===== src/rtl/lifo_stack.sv =====
// -----------------------------------------------------------------------------
// lifo_stack
//
// Push/pop stack with a single stack pointer. Pushes store with post-increment
// (mem[sp++] = d) and pops retrieve with pre-decrement (q = mem[--sp]).
// Requests are fire-and-forget: a refused push or pop does not change the
// pointer. It is reported only through the sticky overflow/underflow flags.
//
// Parameters
//   WIDTH : data word width in bits
//   DEPTH : number of entries (power of two, >= 2)
//   CW    : width of count, $clog2(DEPTH+1) (derived; do not override)
//
// Ports
//   clk       : sole clock, rising edge
//   rst       : synchronous active-high reset; has priority over push/pop
//   push      : store push_data this cycle
//   push_data : word to store
//   pop       : retrieve the top entry this cycle
//   pop_data  : registered popped word; holds until the next successful pop
//   pop_valid : one-cycle pulse, pop_data was updated by last cycle's pop
//   count     : current occupancy 0..DEPTH (equals the stack pointer)
//   empty     : count == 0
//   full      : count == DEPTH
//   overflow  : sticky, a push was refused while full
//   underflow : sticky, a pop was refused while empty
// -----------------------------------------------------------------------------
module lifo_stack #(
    parameter int WIDTH = 32,
    parameter int DEPTH = 8,
    parameter int CW    = $clog2(DEPTH + 1)
) (
    input  logic             clk,
    input  logic             rst,
    input  logic             push,
    input  logic [WIDTH-1:0] push_data,
    input  logic             pop,
    output logic [WIDTH-1:0] pop_data,
    output logic             pop_valid,
    output logic [CW-1:0]    count,
    output logic             empty,
    output logic             full,
    output logic             overflow,
    output logic             underflow
);

    localparam int AW = $clog2(DEPTH);

    // Storage, not reset. Read through a registered port so it maps to block RAM.
    logic [WIDTH-1:0] mem [DEPTH];

    logic [CW-1:0]    sp_reg;
    logic [CW-1:0]    sp_next;
    logic [WIDTH-1:0] pop_data_reg;
    logic             pop_valid_reg;
    logic             pop_valid_next;
    logic             overflow_reg;
    logic             underflow_reg;

    logic             wr_en;
    logic [AW-1:0]    wr_idx;
    logic             rd_en;
    logic             bypass;
    logic             overflow_set;
    logic             underflow_set;

    // Index of the current top entry (sp-1). Only the low AW bits matter.
    // Subtracting in AW bits yields the same low bits as subtracting in CW bits.
    // The result is used only when sp >= 1.
    logic [AW-1:0]    top_idx;

    assign top_idx = sp_reg[AW-1:0] - AW'(1);

    assign count     = sp_reg;
    assign empty     = (sp_reg == '0);
    assign full      = (sp_reg == CW'(DEPTH));
    assign pop_data  = pop_data_reg;
    assign pop_valid = pop_valid_reg;
    assign overflow  = overflow_reg;
    assign underflow = underflow_reg;

    // Operation decode, evaluated from the registered pointer only.
    always_comb begin
        wr_en          = 1'b0;
        wr_idx         = sp_reg[AW-1:0];
        rd_en          = 1'b0;
        bypass         = 1'b0;
        sp_next        = sp_reg;
        pop_valid_next = 1'b0;
        overflow_set   = 1'b0;
        underflow_set  = 1'b0;

        unique case ({push, pop})
            2'b10: begin
                if (full) begin
                    overflow_set = 1'b1;
                end else begin
                    wr_en   = 1'b1;
                    sp_next = sp_reg + CW'(1);
                end
            end
            2'b01: begin
                if (empty) begin
                    underflow_set = 1'b1;
                end else begin
                    rd_en          = 1'b1;
                    pop_valid_next = 1'b1;
                    sp_next        = sp_reg - CW'(1);
                end
            end
            2'b11: begin
                pop_valid_next = 1'b1;
                if (empty) begin
                    // Nothing is stored, so the pushed word passes straight through.
                    bypass = 1'b1;
                end else begin
                    // Replace-top: the old top is read and the new word is
                    // written to the same slot. The pointer does not move.
                    rd_en  = 1'b1;
                    wr_en  = 1'b1;
                    wr_idx = top_idx;
                end
            end
            default: ;
        endcase
    end

    // Memory write port. A reset in the same cycle drops the request.
    always_ff @(posedge clk) begin
        if (wr_en && !rst) begin
            mem[wr_idx] <= push_data;
        end
    end

    // Registered read port. During replace-top it reads first, so it returns
    // the value from before the write.
    always_ff @(posedge clk) begin
        if (rst) begin
            pop_data_reg <= '0;
        end else if (rd_en) begin
            pop_data_reg <= mem[top_idx];
        end else if (bypass) begin
            pop_data_reg <= push_data;
        end
    end

    always_ff @(posedge clk) begin
        if (rst) begin
            sp_reg        <= '0;
            pop_valid_reg <= 1'b0;
            overflow_reg  <= 1'b0;
            underflow_reg <= 1'b0;
        end else begin
            sp_reg        <= sp_next;
            pop_valid_reg <= pop_valid_next;
            if (overflow_set) begin
                overflow_reg <= 1'b1;
            end
            if (underflow_set) begin
                underflow_reg <= 1'b1;
            end
        end
    end

endmodule

===== config.mk =====
export PLATFORM = sky130hd
export DESIGN_NAME = lifo_stack
export DESIGN_NICKNAME = d
export VERILOG_FILES = /design/src/rtl/lifo_stack.sv
export SDC_FILE = /design/constraint.sdc
export NUM_CORES = 1
export LEC_CHECK = 0
export ABC_CLOCK_PERIOD_IN_PS = 5670
export CAP_MARGIN = 5
export CORE_ASPECT_RATIO = 1.2
export CORE_UTILIZATION = 45
export CTS_BUF_LIST = sky130_fd_sc_hd__clkbuf_8
export DETAILED_ROUTE_END_ITERATION = 7
export DONT_BUFFER_PORTS = 1
export PLACE_DENSITY = 0.66
export SLEW_MARGIN = 20
export SYNTH_ARGS = -nofsm -noshare
export SYNTH_HDL_FRONTEND = slang
export SYNTH_SLANG_ARGS = --single-unit

===== constraint.sdc =====
create_clock -name clk -period 5.67 [get_ports clk]
set_input_delay 1.134 -clock clk [delete_from_list [all_inputs] [get_ports clk]]
set_output_delay 1.134 -clock clk [all_outputs]
set_load 0.01 [all_outputs]

==> impl_metrics.toml <==
[status]
status = "finished, final reports clean"

[die]
rows = 64
fp.dieH_um = 180.4
core_mm2 = 0.02578
initial_utilization = 0.4631
ioPinCount = 77
die_x_um = 150.7
dieArea_mm2 = 0.02719

[route]
drt_drc_violations_left = 0
wirelength_um = 25520
vias = 6879
vias_per_cell = 5.810
ant_nets = 0
drt-initial-drc-count = 492
post_drt_wl_per_cell_um = 21.55
drt_pass1_iterations = 5

[worst_setup_path]
r2r_end = "pop_data[9]"
reg2reg_from = "count[1]"
path_class = "flip-flop to flip-flop"
worstRegToRegCells = 7
worstSetupStartpointType = "flip-flop"
critPathArrivalTime_ps = 3720
worstPathRequired_ps = 6050
critPathMaxFanout = 62
r2r_slack_ps = 2330
end_kind = "flip-flop"

[synthesis]
synth-adder-area-share = 0.002096
synth-xor-area-share = 0.004925
synthSimpleGateAreaFrac = 0.08897
synth_mux_area_frac = 0.1110
synth_compound_area_frac = 0.05774
yosysSeqAreaShare = 0.7092
synth_cells = 811
yosys_warnings = 0
synth_cell_type_count = 38
syn_nets = 849
synth_top_family_by_area = "multiplexers"
syn_area_per_cell_um2 = 14.72
yosys_register_bits = 295
syn_area_mm2 = 0.01194

[clock_network]
cts_setup_buffers = 0
numCtsBuffers = 46
ctsHtreeMaxLevel = 2
cts_sinks = 295
clockBufferDepth = 3
cts_tree = "done"
cts_resized = 0
clk_latency_ps = 570
clkSlewWorstSetupHoldPaths_ps = 60
clockRootBuffer = "clkbuf_8"
ctsHoldBuffers = 0

[cells_and_area]
largest_reg_flops = 256
antenna_cells = 0
fin_nets = 854
syn_to_final_growth_pct = 12.28
final_common_cell = "edfxtp_1"
drive_above_1_share = 0.1288
n_fill_cell = 2115
postLayoutCellArea_mm2 = 0.01341
final_cell_mix = "edfxtp_1 (256), nand3_1 (131), mux2i_1 (129)"

[pwr]
sw_frac_of_total = 0.2981
comb_power_share = 0.221
p_per_area_mw_per_mm2 = 424.2
vdd_drop_max_v = 0.0002112
power.switching_uw = 1695
internal_power_uw = 3992
leakagePower_uw = 0.004249
seq_power_share = 0.452
p_clk_frac = 0.327

[placement]
dpl.hpwl_um = 14070
port_buffers = 0
postPlaceCellArea_mm2 = 0.01243
place_congestion = 0.7340

[sta]
tns_ps = 0
worst_slew_pin_slew_ps = 1092
slew_headroom = 0.2718
slew_violations = 0
hold_viol = 0
fmax_mhz = 299.2
rsz0062_at_grt = "no"
finalSetupViolations = 0
post-route-min-period_ps = 3342
min_period_over_period = 0.5894
finClkSkew_ps = 35.27

[hold_path]
min_path_type = "flip-flop to flip-flop"
worstHoldStart = "pop_data[13]"
min_path_cells = 2
whs_endpoint = "pop_data[13]"

[global_routing]
grt-ovfl-total = 0
grt_pass1_wl_um = 40080
track_usage = 0.1942
grt_max_degree = 73
antenna_found_initial = 0
grt_pass1_vias = 6966

[flow_run]
drv_cap = 0
-- metal layers --
layer,vias up,part of all wire,global-route usage
met5,-,0,0
li1,3184,-,-
met3,47,0.078,0.05519
met1,3424,0.42,0.2573
met2,224,0.48,0.3040
met4,0,0.022,0.06920
-- power groups by stage --
stage	sequential (uW)	clock (uW)	combinational, uW
after CTS	2570	1900	1270
after detailed placement	2620	0	1270
after global routing	2590	1990	1370
final	2570	1860	1260
after floorplan	2600	0	987
after global placement	2620	0	1240
-- layout make-up --
class | instances | area (um^2) | share of cell area
clock buffers | 49 | 674.4 | 0.05030
inverters | 5 | 18.77 | 0.001400
multi-input cells | 448 | 3271 | 0.2440
well taps | 330 | 412.9 | 0.03080
flip-flops and latches | 295 | 8469 | 0.6317
clock inverters | 37 | 300.3 | 0.02240
repair buffers | 20 | 260.3 | 0.01941
-- per-stage QoR --
| step | hold slack (ps) | worst slack [ps] | power, uW | std cells | utilization |
|---|---|---|---|---|---|
| 3_5_place_dp | 513.5 | 2232 | 3888 | 1098 | 0.4821 |
| 5_1_grt | 547.7 | 2049 | 5953 | 1184 | 0.5199 |
| 3_3_place_gp | 515.1 | 2127 | 3856 | 1090 | 0.4755 |
| 2_1_floorplan | 503.9 | 1483 | 3583 | 811 | - |
| 6_report | 523.7 | 2328 | 5687 | 1184 | 0.5199 |
| 4_1_cts | 528.4 | 2246 | 5749 | 1184 | 0.5199 |
-- Yosys cell counts, drive strengths merged --
library cell	instances	area, um^2
a211oi	2	15.01
a21bo	1	10.01
a21boi	1	7.510
a21oi	8	40.04
a311oi	32	280.3
a31oi	1	6.260
a41o	1	10.01
a41oi	32	280.3
and2	3	18.77
and3	1	6.260
and4b	1	10.01
buf	24	146.4
clkbuf	39	146.4
dfxtp	39	780.8
edfxtp	256	7687
ha	2	25.02
inv	5	18.77
mux2	3	33.78
mux2i	129	1291
nand2	68	262.8
nand2b	2	12.51
nand3	131	655.6
nor2	9	33.78
nor2b	2	12.51
nor3	1	5.000
o21ai	6	30.02
o32a	1	10.01
or3	4	25.02
or3b	2	20.02
xnor2	4	42.55
xor2	1	16.27
-- cells by family (layout without fill, tap and decap cells) --
| logic type | after synthesis | count (layout) |
|---|---|---|
| AO/OA/AOI/OAI | 85 | 85 |
| multiplexers | 132 | 132 |
| adder cells (fa/ha/maj) | 2 | 2 |
| AND/OR/NAND/NOR | 224 | 224 |
| flip-flops | 295 | 295 |
| XOR/XNOR | 5 | 5 |
| buffers and inverters | 68 | 111 |
-- how the worst max path moves through the flow --
stage	from	cells past startpoint	slack (ps)	end
floorplan	count[0]	10	1480	mem[0][0]
detailed placement	count[1]	6	2230	mem[4][5]
finish	count[1]	7	2330	pop_data[9]
global placement	count[1]	5	2130	mem[1][5]
global route	count[1]	7	2050	pop_data[29]
CTS	count[1]	6	2250	mem[4][10]
-- worst max-delay path: stages, from the launching register on --
cell	delay (ps)
dfxtp_1	440
inv_1	140
ha_4	1010
buf_4	790
mux2i_1	260
nand3_1	100
a41oi_1	300
a311oi_1	80
(Power assumes the default switching activity.)
